## src/rtl/cache_fill_ctrl.sv

```systemverilog
// ---------------------------------------------------------------------------
// cache_fill_ctrl
// Miss handler for a 4-way cache with 16-byte lines (8 x 16-bit beats).
// On a hard fault it latches the faulting line and the victim way state. If
// the victim is dirty, it writes that line back to memory first. It then
// fetches the new line into the data RAM, writes the tag for the victim way
// and pulses done. Victim ways are chosen round-robin.
//
// Ports
//   main_clk, main_rst_n    clock, asynchronous active-low reset
//   in_hard_fault           miss request (level, sampled only in IDLE)
//   target_address[30:0]    faulting address, bits [25:4] used
//   in_victim_tag[12:0]     address[25:13] held by the victim way
//   in_victim_dirty         victim line is modified
//   out_way_index[1:0]      round-robin victim way
//   out_tag_write           one-cycle tag write strobe
//   out_busy, out_done      fill in progress / one-cycle completion pulse
//   mem_req/mem_we/mem_addr line request to memory (mem_we=1: write-back)
//   mem_ack                 request accepted
//   mem_rdata/mem_rvalid    fill data beats
//   mem_wdata/mem_wvalid/mem_wready  write-back beat handshake
//   dram_addr/dram_we/dram_wdata/dram_rdata  data RAM port, 1-cycle read
// ---------------------------------------------------------------------------
module cache_fill_ctrl #(
  parameter int LINE_BEATS = 8,
  parameter int WAYS       = 4
) (
  input  logic        main_clk,
  input  logic        main_rst_n,
  input  logic        in_hard_fault,
  input  logic [30:0] target_address,
  input  logic [12:0] in_victim_tag,
  input  logic        in_victim_dirty,
  output logic [1:0]  out_way_index,
  output logic        out_tag_write,
  output logic        out_busy,
  output logic        out_done,
  output logic        mem_req,
  output logic        mem_we,
  output logic [21:0] mem_addr,
  input  logic        mem_ack,
  input  logic [15:0] mem_rdata,
  input  logic        mem_rvalid,
  output logic [15:0] mem_wdata,
  output logic        mem_wvalid,
  input  logic        mem_wready,
  output logic [11:0] dram_addr,
  output logic        dram_we,
  output logic [15:0] dram_wdata,
  input  logic [15:0] dram_rdata
);

  localparam logic [2:0] LAST_BEAT = 3'(LINE_BEATS - 1);
  localparam logic [1:0] LAST_WAY  = 2'(WAYS - 1);

  typedef enum logic [2:0] {
    IDLE,
    WB_REQ,
    WB_RD,
    WB_WR,
    RD_REQ,
    RD_DATA,
    TAG_WR,
    DONE
  } state_t;

  state_t      r_state;
  logic [2:0]  r_beat;
  logic [1:0]  r_wayCnt;
  logic [21:0] r_lineAddr;
  logic [12:0] r_victimTag;

  logic        r_memReq;
  logic        r_memWe;
  logic [21:0] r_memAddr;
  logic [15:0] r_memWdata;
  logic        r_memWvalid;
  logic [11:0] r_dramAddr;
  logic        r_dramWe;
  logic [15:0] r_dramWdata;
  logic        r_tagWrite;
  logic        r_busy;
  logic        r_done;

  state_t      w_stateNext;
  logic [2:0]  w_beatNext;
  logic        w_startFill;
  logic        w_rdBeat;
  logic [21:0] w_lineSrc;
  logic [12:0] w_tagSrc;
  logic [8:0]  w_index;
  logic        w_unusedAddrBits;

  // Only address bits [25:4] describe a cache line; the rest are ignored.
  assign w_unusedAddrBits = ^{target_address[30:26], target_address[3:0]};

  // In IDLE the request address is taken straight from the inputs, so the
  // first mem_addr is ready in the cycle right after the fault is accepted.
  // Once a fill is running, only the latched copies are used.
  assign w_lineSrc   = (r_state == IDLE) ? target_address[25:4] : r_lineAddr;
  assign w_tagSrc    = (r_state == IDLE) ? in_victim_tag : r_victimTag;
  assign w_index     = r_lineAddr[8:0];
  assign w_startFill = (r_state == IDLE) && in_hard_fault;
  assign w_rdBeat    = (r_state == RD_DATA) && mem_rvalid;

  // Next-state and beat sequencing. The beat wraps back to 0 only when a
  // burst state is left, so it always names the beat being transferred.
  always_comb begin
    w_stateNext = r_state;
    w_beatNext  = r_beat;
    case (r_state)
      IDLE: begin
        w_beatNext = 3'd0;
        if (in_hard_fault)
          w_stateNext = in_victim_dirty ? WB_REQ : RD_REQ;
      end
      WB_REQ: begin
        if (mem_ack) begin
          w_stateNext = WB_RD;
          w_beatNext  = 3'd0;
        end
      end
      WB_RD: w_stateNext = WB_WR;
      WB_WR: begin
        if (r_memWvalid && mem_wready) begin
          if (r_beat == LAST_BEAT) begin
            w_stateNext = RD_REQ;
            w_beatNext  = 3'd0;
          end else begin
            w_stateNext = WB_RD;
            w_beatNext  = r_beat + 3'd1;
          end
        end
      end
      RD_REQ: begin
        if (mem_ack) begin
          w_stateNext = RD_DATA;
          w_beatNext  = 3'd0;
        end
      end
      RD_DATA: begin
        if (mem_rvalid) begin
          if (r_beat == LAST_BEAT) begin
            w_stateNext = TAG_WR;
            w_beatNext  = 3'd0;
          end else begin
            w_beatNext = r_beat + 3'd1;
          end
        end
      end
      TAG_WR: w_stateNext = DONE;
      DONE:   w_stateNext = IDLE;
      default: begin
        w_stateNext = IDLE;
        w_beatNext  = 3'd0;
      end
    endcase
  end

  // State, beat, latched miss context and the round-robin victim counter.
  // The victim counter only moves as DONE is left.
  always_ff @(posedge main_clk or negedge main_rst_n) begin
    if (!main_rst_n) begin
      r_state     <= IDLE;
      r_beat      <= 3'd0;
      r_wayCnt    <= 2'd0;
      r_lineAddr  <= 22'd0;
      r_victimTag <= 13'd0;
    end else begin
      r_state <= w_stateNext;
      r_beat  <= w_beatNext;
      if (w_startFill) begin
        r_lineAddr  <= target_address[25:4];
        r_victimTag <= in_victim_tag;
      end
      if (r_state == DONE)
        r_wayCnt <= (r_wayCnt == LAST_WAY) ? 2'd0 : r_wayCnt + 2'd1;
    end
  end

  // Strobes and status are decoded from the next state and registered, so
  // each one is high for exactly the cycles its state is occupied.
  always_ff @(posedge main_clk or negedge main_rst_n) begin
    if (!main_rst_n) begin
      r_memReq   <= 1'b0;
      r_memWe    <= 1'b0;
      r_memAddr  <= 22'd0;
      r_tagWrite <= 1'b0;
      r_busy     <= 1'b0;
      r_done     <= 1'b0;
    end else begin
      r_memReq   <= (w_stateNext == WB_REQ) || (w_stateNext == RD_REQ);
      r_memWe    <= (w_stateNext == WB_REQ);
      if (w_stateNext == WB_REQ)
        r_memAddr <= {w_tagSrc, w_lineSrc[8:0]};
      else if (w_stateNext == RD_REQ)
        r_memAddr <= w_lineSrc;
      else
        r_memAddr <= 22'd0;
      r_tagWrite <= (w_stateNext == TAG_WR);
      r_busy     <= (w_stateNext != IDLE) && (w_stateNext != DONE);
      r_done     <= (w_stateNext == DONE);
    end
  end

  // Write-back path. The RAM address is registered on entry to WB_RD, and
  // the RAM answers one cycle later. The first WB_WR cycle therefore only
  // captures the beat; wvalid is raised after that and held until wready.
  always_ff @(posedge main_clk or negedge main_rst_n) begin
    if (!main_rst_n) begin
      r_memWvalid <= 1'b0;
      r_memWdata  <= 16'd0;
    end else if (r_state == WB_WR) begin
      if (!r_memWvalid) begin
        r_memWvalid <= 1'b1;
        r_memWdata  <= dram_rdata;
      end else if (mem_wready) begin
        r_memWvalid <= 1'b0;
      end
    end else begin
      r_memWvalid <= 1'b0;
    end
  end

  // Data RAM port. A fill beat is written the cycle after it arrives, at
  // the beat it arrived on. A write-back read address is set up as WB_RD
  // is entered.
  always_ff @(posedge main_clk or negedge main_rst_n) begin
    if (!main_rst_n) begin
      r_dramAddr  <= 12'd0;
      r_dramWe    <= 1'b0;
      r_dramWdata <= 16'd0;
    end else begin
      r_dramWe <= w_rdBeat;
      if (w_rdBeat) begin
        r_dramAddr  <= {w_index, r_beat};
        r_dramWdata <= mem_rdata;
      end else if (w_stateNext == WB_RD) begin
        r_dramAddr <= {w_index, w_beatNext};
      end
    end
  end

  assign out_way_index = r_wayCnt;
  assign out_tag_write = r_tagWrite;
  assign out_busy      = r_busy;
  assign out_done      = r_done;
  assign mem_req       = r_memReq;
  assign mem_we        = r_memWe;
  assign mem_addr      = r_memAddr;
  assign mem_wdata     = r_memWdata;
  assign mem_wvalid    = r_memWvalid;
  assign dram_addr     = r_dramAddr;
  assign dram_we       = r_dramWe;
  assign dram_wdata    = r_dramWdata;

endmodule

```

## config.mk

```make
export PLATFORM = sky130hd
export DESIGN_NAME = cache_fill_ctrl
export DESIGN_NICKNAME = d
export VERILOG_FILES = /design/src/rtl/cache_fill_ctrl.sv
export SDC_FILE = /design/constraint.sdc
export NUM_CORES = 1
export LEC_CHECK = 0
export CORE_MARGIN = 3
export CORE_UTILIZATION = 31
export DETAILED_ROUTE_END_ITERATION = 7
export MAX_ROUTING_LAYER = met4
export PLACE_DENSITY = 0.68
export SKIP_LAST_GASP = 1
export SLEW_MARGIN = 20
export SYNTH_ARGS = -nofsm -noshare
export SYNTH_HDL_FRONTEND = slang
export SYNTH_SLANG_ARGS = --single-unit
export TNS_END_PERCENT = 30
```

## constraint.sdc

```tcl
create_clock -name main_clk -period 5 [get_ports main_clk]
set_input_delay 0.5 -clock main_clk [delete_from_list [all_inputs] [get_ports main_clk]]
set_output_delay 0.5 -clock main_clk [all_outputs]
set_load 0.03 [all_outputs]
```

Word level (Yosys, flattened, before mapping)
Index checks and enable logic that the tools add are counted.
{"block": "classes", "n_bitwise": 1, "n_mux": 24, "mul": 0, "eq_ne": 15, "n_shift": 0, "reduce_logical": 10, "magnitude_cmp": 0, "n_addsub": 2, "div_mod_pow": 0}
{"operator": "$mux 22", "n": 3}
{"operator": "$mux 3", "n": 12}
{"operator": "$eq 3x3->1 const B", "n": 8}
{"operator": "$mux 12", "n": 2}
{"operator": "$pmux 3 s8", "n": 1}
{"operator": "$mux 13", "n": 1}
{"operator": "$pmux 3 s4", "n": 1}
{"operator": "$eq 3x2->1 const B", "n": 3}
{"operator": "$eq 3x1->1 const B", "n": 2}
{"operator": "$logic_and 1x1->1", "n": 4}
{"operator": "$add 3x1->3 const B", "n": 1}
{"operator": "$logic_not 3->1", "n": 1}
{"operator": "$mux 1", "n": 3}
{"operator": "$ne 3x3->1 const B", "n": 1}
{"operator": "$reduce_bool 3->1", "n": 1}
{"operator": "$add 2x1->2 const B", "n": 1}
{"operator": "$eq 2x2->1 const B", "n": 1}
{"operator": "$mux 2", "n": 1}
{"operator": "$reduce_and 2->1", "n": 1}
{"operator": "$reduce_bool 2->1", "n": 1}
{"operator": "$reduce_or 2->1", "n": 1}
{"operator": "$logic_or 1x1->1", "n": 1}
{"operator": "$not 1->1", "n": 1}
{"block": "totals", "memories": 0, "rom_bits": 0, "mem_bits_rw": 0, "out_inout_bits": 75, "latch_bits": 0, "ff_bits": 116}

Logic depth before layout (Yosys ltp)
Gate-level depths: netlist of run 1.
{"block": "depth", "word_depth": 7, "depth_mapped": 8}

Worst setup path before layout of run 1
No wires, ideal clock.
{"block": "synth_path", "path_kind": "register -> register", "start": "register r_beat[0]", "end": "register r_dramAddr[10] (netlist: dram_addr[10])", "slack_ps": 2710, "n_path_buf": 0, "path_stages_with_launch": 7, "arrival_ps": 2165, "cell_sequence": "dfrtp_1 > ha_1 > ha_1 > and3_2 > a311o_2 > o31ai_4 > mux2_2"}
{"block": "synth_between", "elab_chain_cells": 6}
{"item": "from (decl)", "line_no": "68", "rtl": "logic [2:0] r_beat;"}
{"item": "from (signal assigned)", "line_no": "171", "rtl": "r_beat <= w_beatNext;"}
{"item": "$eq 3x3->1 (*)", "line_no": "126, 143"}
{"item": "$mux 3 (on tied branches)", "line_no": "143, 126"}
{"item": "$mux 3 (on tied branches)", "line_no": "142, 125"}
{"item": "$pmux 3 s8 (*)", "line_no": "111", "rtl": "case (r_state)"}
{"item": "$eq 3x2->1 (*)", "line_no": "238", "rtl": "end else if (w_stateNext == WB_RD) begin"}
{"item": "$reduce_bool 2->1 (no source line) (*)"}
{"item": "to (signal assigned)", "line_no": "236", "rtl": "r_dramAddr <= {w_index, r_beat};"}
{"item": "to (signal assigned)", "line_no": "239", "rtl": "r_dramAddr <= {w_index, w_beatNext};"}
{"item": "to (decl)", "line_no": "78", "rtl": "logic [11:0] r_dramAddr;"}
Every way passes the cells marked *; elsewhere a longest branch is shown, timed or not.
A chain may end at the register's enable or synchronous reset.

Worst setup path in the final report of run 1
{"block": "layout_path", "start": "register r_state[2]", "end": "register r_lineAddr[17]"}
{"block": "layout_between", "elab_chain_cells": 2}
{"item": "from (decl)", "line_no": "67", "rtl": "state_t r_state;"}
{"item": "from (signal assigned)", "line_no": "170", "rtl": "r_state <= w_stateNext;"}
{"item": "$logic_not 3->1", "line_no": "103", "rtl": "assign w_startFill = (r_state == IDLE) && in_hard_fault;"}
{"item": "$logic_and 1x1->1", "line_no": "103"}
{"item": "to (signal assigned)", "line_no": "173", "rtl": "r_lineAddr <= target_address[25:4];"}
{"item": "to (decl)", "line_no": "70", "rtl": "logic [21:0] r_lineAddr;"}
Every way passes these cells.

==> flow_summary.yaml, run 1 <==
outcome:
  outcome: "finished, final reports clean"
yosys:
  synth_edf_count: 0
  ys_warn_count: 0
  netlist_area_sq_mm: 0.00508
  synth_seq_area_share_pct: 57.2
  synthFlopType: "dfrtp_1"
  syn_nets: 488
  synth.distinct_cells: 45
  ys_seq_elements: 116
  syn_area_per_cell_sq_um: 12.6
  synthArstFlopShare_pct: 100
  netlist.area_leader.share_pct: 57.2
  synth_top_area_cell: "dfrtp_1"
  synth_area_leaders: "dfrtp_1, mux2_2, mux2i_1"
  syn_inst: 402
finish:
  final_common_cell: "clkdlybuf4s50_1"
  nets: 634
  num-fill-cells: 1463
  syn_to_final_growth_pct: 44.0
  layout_common_cells: "clkdlybuf4s50_1, dfrtp_1, mux2_2"
  layout-drive-gt1-share_pct: 21.6
  fin_cells: 777
  diodes: 0
placement:
  place_inst: 745
  routabilityCongestion: 0.772
  port_buffers: 148
  dp.final_hpwl_microns: 8720
grt:
  grt_max_degree: 70
  grt_antenna_before_repair: 0
  grt_pass1_wl_microns: 20500
  grt_pass1_vias: 3886
  grt_util_all_layers_pct: 14.9
  grt_overflow_total: 0
timing:
  setup_viol: 0
  slew_headroom_pct: 38.6
  skew_ns: 0.00733
  tightest_slew_ns: 0.920
  period_share_pct: 54.3
  hold_viol_final: 0
  fin_setup_tns_ns: 0
  rsz0062_at_grt: "no"
  period_needed_ns: 2.72
  fmax_mhz: 368
  slew_viol_final: 0
pwr:
  p_per_area_mw_per_mm2: 536
  vdd.ir_drop.worst_mv: 0.253
  power.total_mw: 3.92
  p_leak_nw: 3.12
routing:
  routed_via_density: 4.80
  antenna_left: 0
  drt-initial-drc-count: 205
  routed_wirelength_microns: 12700
  drc_errors: 0
  vias: 3727
  wl_per_cell_microns: 16.4
  first_pass_iters: 4
critical_path:
  max_stage_delay_ns: 0.87
  r2r_end: "r_lineAddr[17]"
  r2r_start: "r_state[2]"
  cp.arrival_ns: 3.00
  critPathMaxFanout: 36
  crit_end: "r_lineAddr[17]"
  critical_path_required_ns: 5.28
  worstRegToRegCells: 4
  critical_path_class: "reg -> reg"
  worst_setup_path_end_kind: "flop"
  start_kind: "flop"
  crit_chain: "nor3_2, buf_4, and2_2, mux2_2"
  crit_path_start: "r_state[2]"
  cpMaxStageDelayCell: "and2_2"
  ff2ff_setup_slack_ns: 2.28
floorplanning:
  core_region_area_sq_mm: 0.0159
  die_area_sq_mm: 0.0180
  die_y_microns: 134
  fp.dieW_microns: 134
  ioPinCount: 158
  rows: 46
  initial_core_util_pct: 31.9
clocking:
  cts_buffer_depth: 2
  htree_levels: 4
  clk_latency_ns: 0.40
  cts-resized-gates: 0
  cts_hold_buffers: 0
  clkSinkCount: 116
  cts_tree: "done"
  post-cts-setup-buffers: 0
  numCtsBuffers: 17
  cts_root_buf: "clkbuf_16"
  clk_pin_slew_ns: 0.05
worst_hold_path:
  min_path_type: "in -> async"
run:
  drv_cap: 0
[sequential cells by signal, indices dropped and copies added (netlist names)]
| signal | cells |
|---|---|
| r_victimTag | 13 |
| r_beat | 3 |
| mem_we | 1 |
| mem_wdata | 16 |
| out_way_index | 2 |
| dram_wdata | 16 |
| out_busy | 1 |
| mem_wvalid | 1 |
| dram_we | 1 |
| r_state | 3 |
| mem_addr | 22 |
| out_done | 1 |
| dram_addr | 12 |
| out_tag_write | 1 |
| r_lineAddr | 22 |
| mem_req | 1 |
[metrics by stage]
stage / util, % / setup WS [ns] / hold WS (ns) / area, sq um
6_report: 45.9 / 2.28 / 0.206 / 7310
5_1_grt: 45.9 / 2.15 / 0.281 / 7310
4_1_cts: 45.9 / 2.25 / 0.252 / 7310
3_5_place_dp: 42.3 / 2.15 / 0.461 / 6740
3_3_place_gp: 42.3 / 2.21 / 0.458 / 6740
2_1_floorplan: - / 2.71 / 0.204 / 5080
[per-layer routing]
layer	GRT usage [%]	share of wire, %	up-vias
met5	-	0	-
met4	4.57	0.97	0
met3	4.20	6.0	9
met2	22.9	49	117
met1	19.2	44	1846
li1	-	-	1755
[Yosys cell counts, drive strengths merged, types with 4 or more instances]
cell type and count:
nand2 53, inv 6, clkbuf 9, a21oi 20
nor3 5, buf 19, dfrtp 116, o21ai 4
mux2i 22, a211oi 10, or4 13, o211ai 13
mux2 74
[where the power goes]
part           internal (mW)  total, mW  switching (mW)  leakage, nW
clock                  0.756       1.16           0.404        0.277
sequential              1.18       1.34           0.157         1.54
combinational          0.661       1.42           0.761         1.31
[worst min path at each step]
| stage | slack, ns | end | from | cells after the start |
|---|---|---|---|---|
| floorplan | 0.20 | dram_addr[0] | main_rst_n | 0 |
| global placement | 0.46 | dram_wdata[11] | dram_wdata[11] | 2 |
| detailed placement | 0.46 | dram_wdata[4] | dram_wdata[4] | 2 |
| CTS | 0.25 | out_way_index[1] | main_rst_n | 1 |
| global route | 0.28 | dram_addr[2] | main_rst_n | 1 |
| finish | 0.21 | dram_addr[2] | main_rst_n | 1 |
[critical path, delay by kind of cell (launching register included)]
family | cells | cell delay (ns)
buffers and inverters | 1 | 0.52
multiplexers | 1 | 0.42
flip-flops | 1 | 0.53
AND/OR/NAND/NOR | 2 | 1.09
[kinds of logic (layout without fill, tap and decap cells)]
logic type / Yosys count / count (layout) / synth area share, %
AND/OR/NAND/NOR: 90 / 90 / 8.87
flip-flops: 116 / 116 / 57.2
buffers and inverters: 34 / 193 / 3.62
adder cells (fa/ha/maj): 4 / 4 / 0.936
multiplexers: 96 / 96 / 20.7
AO/OA/AOI/OAI: 62 / 62 / 8.67
[layout make-up]
class                      count  area, sq um  area share, %
sequential                   116         2900           39.7
multi-input combinational    252         2010           27.5
timing repair buffer         155         1530           20.9
clock buffer                  23          468           6.40
tap                          216          270           3.70
clock inverter                 9          104           1.42
inverter                       6         22.5          0.308
No activity file was read; power rests on OpenSTA's default activity.
==> run 2: changes to the inputs <==
==> constraint.sdc (replaced) <==
create_clock -name main_clk -period 2.72 [get_ports main_clk]
set_input_delay 0.272 -clock main_clk [delete_from_list [all_inputs] [get_ports main_clk]]
set_output_delay 0.272 -clock main_clk [all_outputs]
set_load 0.03 [all_outputs]
==> run 2 against run 1 <==
  * Die area unchanged
  * Wire length down 1.2%
  * First-iteration DRC count shrank 59%
  * Combinational power up 86%
  * Fmax rose by 9.4%
  * Global-route usage decreased by 0.17 points
  * Via count stayed put
  * Non-clock buffer count grew 6
  * Highest routed layer unchanged
==> flow_summary.yaml, run 2 (synthesis results as in run 1) <==
critical_path:
  crit_chain: "ha_1, ha_1, and3_2, a311o_2, o31ai_4, buf_4, mux2_2"
  start_kind: "flop"
  critPathMaxFanout: 9
  max_stage_delay_ns: 0.43
  cp_common_cell: "ha_1"
  cpMaxStageDelayCell: "a311o_2"
  cp.arrival_ns: 2.77
  critPathTopFamily: "compound AO/OA/AOI/OAI gates"
  critical_path_class: "reg -> reg"
  worst_setup_path_end_kind: "flop"
  crit_path_start: "r_beat[0]"
  critical_path_required_ns: 3.01
  path_buf_inv: 1
  r2r_start: "r_beat[0]"
grt:
  grt_overflow_total: 0
  grt_antenna_before_repair: 1
  grt_pass1_vias: 3761
  grt_pass1_wl_microns: 20100
  grt_util_all_layers_pct: 14.7
  grt_max_degree: 55
placement:
  port_buffers: 148
  dp.final_hpwl_microns: 8680
  place_inst: 750
  routabilityCongestion: 0.762
clocking:
  post-cts-setup-buffers: 0
  cts_buffer_depth: 2
  cts_tree: "done"
  cts_hold_buffers: 1
  clkSinkCount: 116
  cts_root_buf: "clkbuf_16"
  clk_latency_ns: 0.41
  htree_levels: 4
  cts-resized-gates: 0
  clk_pin_slew_ns: 0.05
  numCtsBuffers: 17
pwr:
  vdd.ir_drop.worst_mv: 0.520
  p_leak_nw: 3.19
  p_per_area_mw_per_mm2: 996
timing:
  tightest_slew_ns: 0.557
  slew_viol_final: 0
  skew_ns: 0.00593
  fin_setup_tns_ns: 0
  fmax_mhz: 403
  rsz0062_at_grt: "no"
  period_share_pct: 91.2
  setup_viol: 0
  period_needed_ns: 2.48
  hold_viol_final: 0
  hold-worst-slack_ns: 0.359
  slew_headroom_pct: 62.7
routing:
  routed_via_density: 4.75
  drt-initial-drc-count: 84
  first_pass_iters: 4
  drc_errors: 0
  antenna_left: 0
  vias: 3727
  wl_per_cell_microns: 16.0
  routed_wirelength_microns: 12600
floorplanning:
  die_y_microns: 134
  die_area_sq_mm: 0.0180
  core_region_area_sq_mm: 0.0159
  fp.dieW_microns: 134
  initial_core_util_pct: 31.9
  rows: 46
  ioPinCount: 158
finish:
  multi_input_comb_area_sq_mm: 0.00201
  syn_to_final_growth_pct: 46.3
  final_common_cell: "clkdlybuf4s50_1"
  num-fill-cells: 1473
  layout_common_cells: "clkdlybuf4s50_1, dfrtp_1, mux2_2"
  fin_cells: 784
  regArea_sq_mm: 0.00290
  nets: 640
  layout-drive-gt1-share_pct: 22.4
run:
  drv_cap: 0
worst_hold_path:
  min_path_type: "in -> async"
outcome:
  outcome: "finished, final reports clean"
-- run 2: cell types whose count changed in the layout (fill, tap and decap cells not counted) --
cell           before  now
buf_4               8   11
clkbuf_8            2    4
clkinv_2            4    3
bufinv_16           2    3
buf_12              0    2
diode_2             0    1
clkinvlp_4          2    0
dlygate4sd3_1       0    1
clkbuf_1            4    3
clkinv_4            1    2
-- run 2: power by group --
group / leakage (nW) / internal [mW] / switching (mW) / total [mW]
sequential: 1.54 / 2.17 / 0.287 / 2.46
combinational: 1.35 / 1.24 / 1.40 / 2.64
clock: 0.304 / 1.54 / 0.762 / 2.30
-- run 2: final cells by class --
cell class	instances	share of cell area (%)
Tap cell	216	3.64
Clock inverter	8	1.65
Clock buffer	24	6.62
Multi-Input combinational cell	252	27.1
Inverter	6	0.303
Timing Repair Buffer	161	21.6
Antenna cell	1	0.0337
Sequential cell	116	39.1
-- run 2: final timing paths --
| check | to | slack [ns] | cells past startpoint |
|---|---|---|---|
| min in group main_clk | dram_wdata[13] | 0.40 | 3 |
| setup reg to reg | dram_addr[4] | 0.24 | 7 |
| setup / recovery | dram_addr[4] | 0.24 | 7 |
| hold reg to reg | dram_wdata[12] | 0.47 | 2 |
| max in group asynchronous | mem_addr[2] | 1.60 | 3 |
| hold / removal | dram_wdata[4] | 0.36 | 2 |
-- run 2: metal layers --
| metal | wire length [microns] | GRT usage (%) |
|---|---|---|
| met1 | 5650 | 18.6 |
| met2 | 5990 | 22.9 |
| met3 | 811 | 5.10 |
| met4 | 126 | 3.43 |
| met5 | 0 | - |
-- run 2: metrics by stage --
stage	setup WS [ns]	power, mW	cell area, sq um	util (%)
2_1_floorplan	0.430	4.16	5080	-
4_1_cts	0.224	7.49	7430	46.6
3_3_place_gp	0.310	5.06	6800	42.7
6_report	0.239	7.40	7430	46.6
5_1_grt	0.154	7.79	7430	46.6
3_5_place_dp	0.249	5.15	6800	42.7
==> run 3: changes to the inputs <==
--- a/config.mk
+++ b/config.mk
@@ -5,6 +5,7 @@
 export SDC_FILE = /design/constraint.sdc
 export NUM_CORES = 1
 export LEC_CHECK = 0
+export CORE_ASPECT_RATIO = 0.6
 export CORE_MARGIN = 3
 export CORE_UTILIZATION = 31
 export DETAILED_ROUTE_END_ITERATION = 7
==> run 3 against run 2 <==
  * Critical path depth stayed put
  * Wire length is 8.1% higher
  * Hold slack worse by 0.089 ns
  * Die area is 0.28% higher
  * Register-to-register slack worse by 0.02 ns
  * Count of clock-buffer cells in the layout is 5 lower
  * Global-route usage is 1.4 points higher
  * Clock power is 7% lower
  * Critical endpoint is now dram_addr[9]
  * Largest cell class unchanged
  * Highest routed layer unchanged
==> flow_summary.yaml, run 3 (synthesis results as in run 1) <==
clocking:
  htree_levels: 4
  cts_tree: "done"
  cts_buffer_depth: 2
  cts-resized-gates: 0
  clkSinkCount: 116
  numCtsBuffers: 17
  post-cts-setup-buffers: 0
  clk_pin_slew_ns: 0.06
  cts_hold_buffers: 1
  cts_root_buf: "clkbuf_16"
  clk_latency_ns: 0.40
finish:
  final_common_cell: "clkdlybuf4s50_1"
  layout_common_cells: "clkdlybuf4s50_1, dfrtp_1, mux2_2"
  nets: 641
  syn_to_final_growth_pct: 45.1
  multi_input_comb_area_sq_mm: 0.00201
  layout-drive-gt1-share_pct: 22.7
  regArea_sq_mm: 0.00290
  num-fill-cells: 1405
  diodes: 0
grt:
  grt_antenna_before_repair: 0
  grt_pass1_wl_microns: 21900
  grt_overflow_total: 0
  grt_util_all_layers_pct: 16.1
  grt_max_degree: 55
  grt_pass1_vias: 4003
timing:
  tightest_slew_ns: 0.607
  hold_viol_final: 0
  setup_ws_ns: 0.216
  fmax_mhz: 399
  rsz0062_at_grt: "no"
  slew_headroom_pct: 59.5
  period_share_pct: 92.1
  fin_setup_tns_ns: 0
  setup_viol: 0
  slew_viol_final: 0
  period_needed_ns: 2.50
  skew_ns: 0.0135
critical_path:
  r2r_end: "dram_addr[9]"
  cp.arrival_ns: 2.78
  cp_common_cell: "ha_1"
  critical_path_required_ns: 2.99
  ff2ff_setup_slack_ns: 0.22
  crit_path_start: "r_beat[0]"
  r2r_start: "r_beat[0]"
  cpMaxStageDelayCell: "a311o_2"
  max_stage_delay_ns: 0.43
  worstRegToRegCells: 7
  crit_end: "dram_addr[9]"
  critical_path_class: "reg -> reg"
  critPathMaxFanout: 9
  worst_setup_path_end_kind: "flop"
  start_kind: "flop"
  crit_chain: "ha_1, ha_1, and3_2, a311o_2, o31ai_4, buf_4, mux2_2"
floorplanning:
  ioPinCount: 158
  initial_core_util_pct: 32.4
  core_region_area_sq_mm: 0.0157
  fp.dieW_microns: 171
  die_y_microns: 105
  rows: 35
  die_area_sq_mm: 0.0180
worst_hold_path:
  min_path_type: "in -> async"
routing:
  routed_wirelength_microns: 13600
  wl_per_cell_microns: 17.6
  routed_via_density: 4.92
  vias: 3794
  first_pass_iters: 4
  drc_errors: 0
  drt-initial-drc-count: 197
  antenna_left: 0
run:
  drv_cap: 0
placement:
  port_buffers: 148
  routabilityCongestion: 0.785
  dp.final_hpwl_microns: 9430
  preCtsSetupSlack_ns: 0.227
pwr:
  p_per_area_mw_per_mm2: 987
  power.total_mw: 7.27
  vdd.ir_drop.worst_mv: 0.606
  p_leak_nw: 3.15
outcome:
  outcome: "finished, final reports clean"
==> run 3: worst max-delay path: cells and delay by family, from the launching register on <==
family	cells	cell delay, ns
AOI/OAI and AO/OA	2	0.63
adders and majority gates	2	0.46
buffers and inverters	1	0.23
DFF	1	0.42
muxes	1	0.36
and+or+nand+nor	1	0.28
==> run 3: layer usage <==
metal / up-vias / part of all wire [%] / track usage [%]
li1: 1769 / - / -
met1: 1921 / 51 / 22.8
met2: 93 / 44 / 23.1
met3: 11 / 4.1 / 3.78
met4: 0 / 0.95 / 4.19
met5: - / 0 / -
==> run 3: cell type report <==
type	instances	area share [%]
clock buffer	19	6.01
clock inverter	13	1.77
inverter	6	0.306
multi-input combinational	252	27.2
sequential	116	39.4
tap	203	3.45
timing repair buffer	162	21.9
==> run 3: worst min path at each step <==
stage | startpoint | cells after the start | end | slack [ns]
floorplan | main_rst_n | 0 | dram_addr[0] | -0.02
global placement | main_rst_n | 1 | dram_wdata[2] | 0.15
detailed placement | main_rst_n | 1 | dram_wdata[3] | 0.15
CTS | main_rst_n | 2 | dram_wdata[2] | 0.26
global route | main_rst_n | 2 | dram_wdata[2] | 0.29
finish | main_rst_n | 2 | dram_wdata[2] | 0.27
==> run 3: where the power goes <==
group          internal [mW]  switching, mW  leakage, nW  total, mW
clock                   1.29          0.835        0.266       2.13
combinational           1.25           1.43         1.35       2.68
sequential              2.17          0.294         1.54       2.47
==> run 3: stage by stage <==
step           utilization [%]  cell area (sq um)  hold slack (ns)  instances
3_3_place_gp              43.3               6790            0.150        738
6_report                  47.0               7370            0.269        771
5_1_grt                   47.0               7370            0.286        771
3_5_place_dp              43.3               6790            0.153        738
2_1_floorplan                -               5080          -0.0236        402
4_1_cts                   47.0               7370            0.256        771
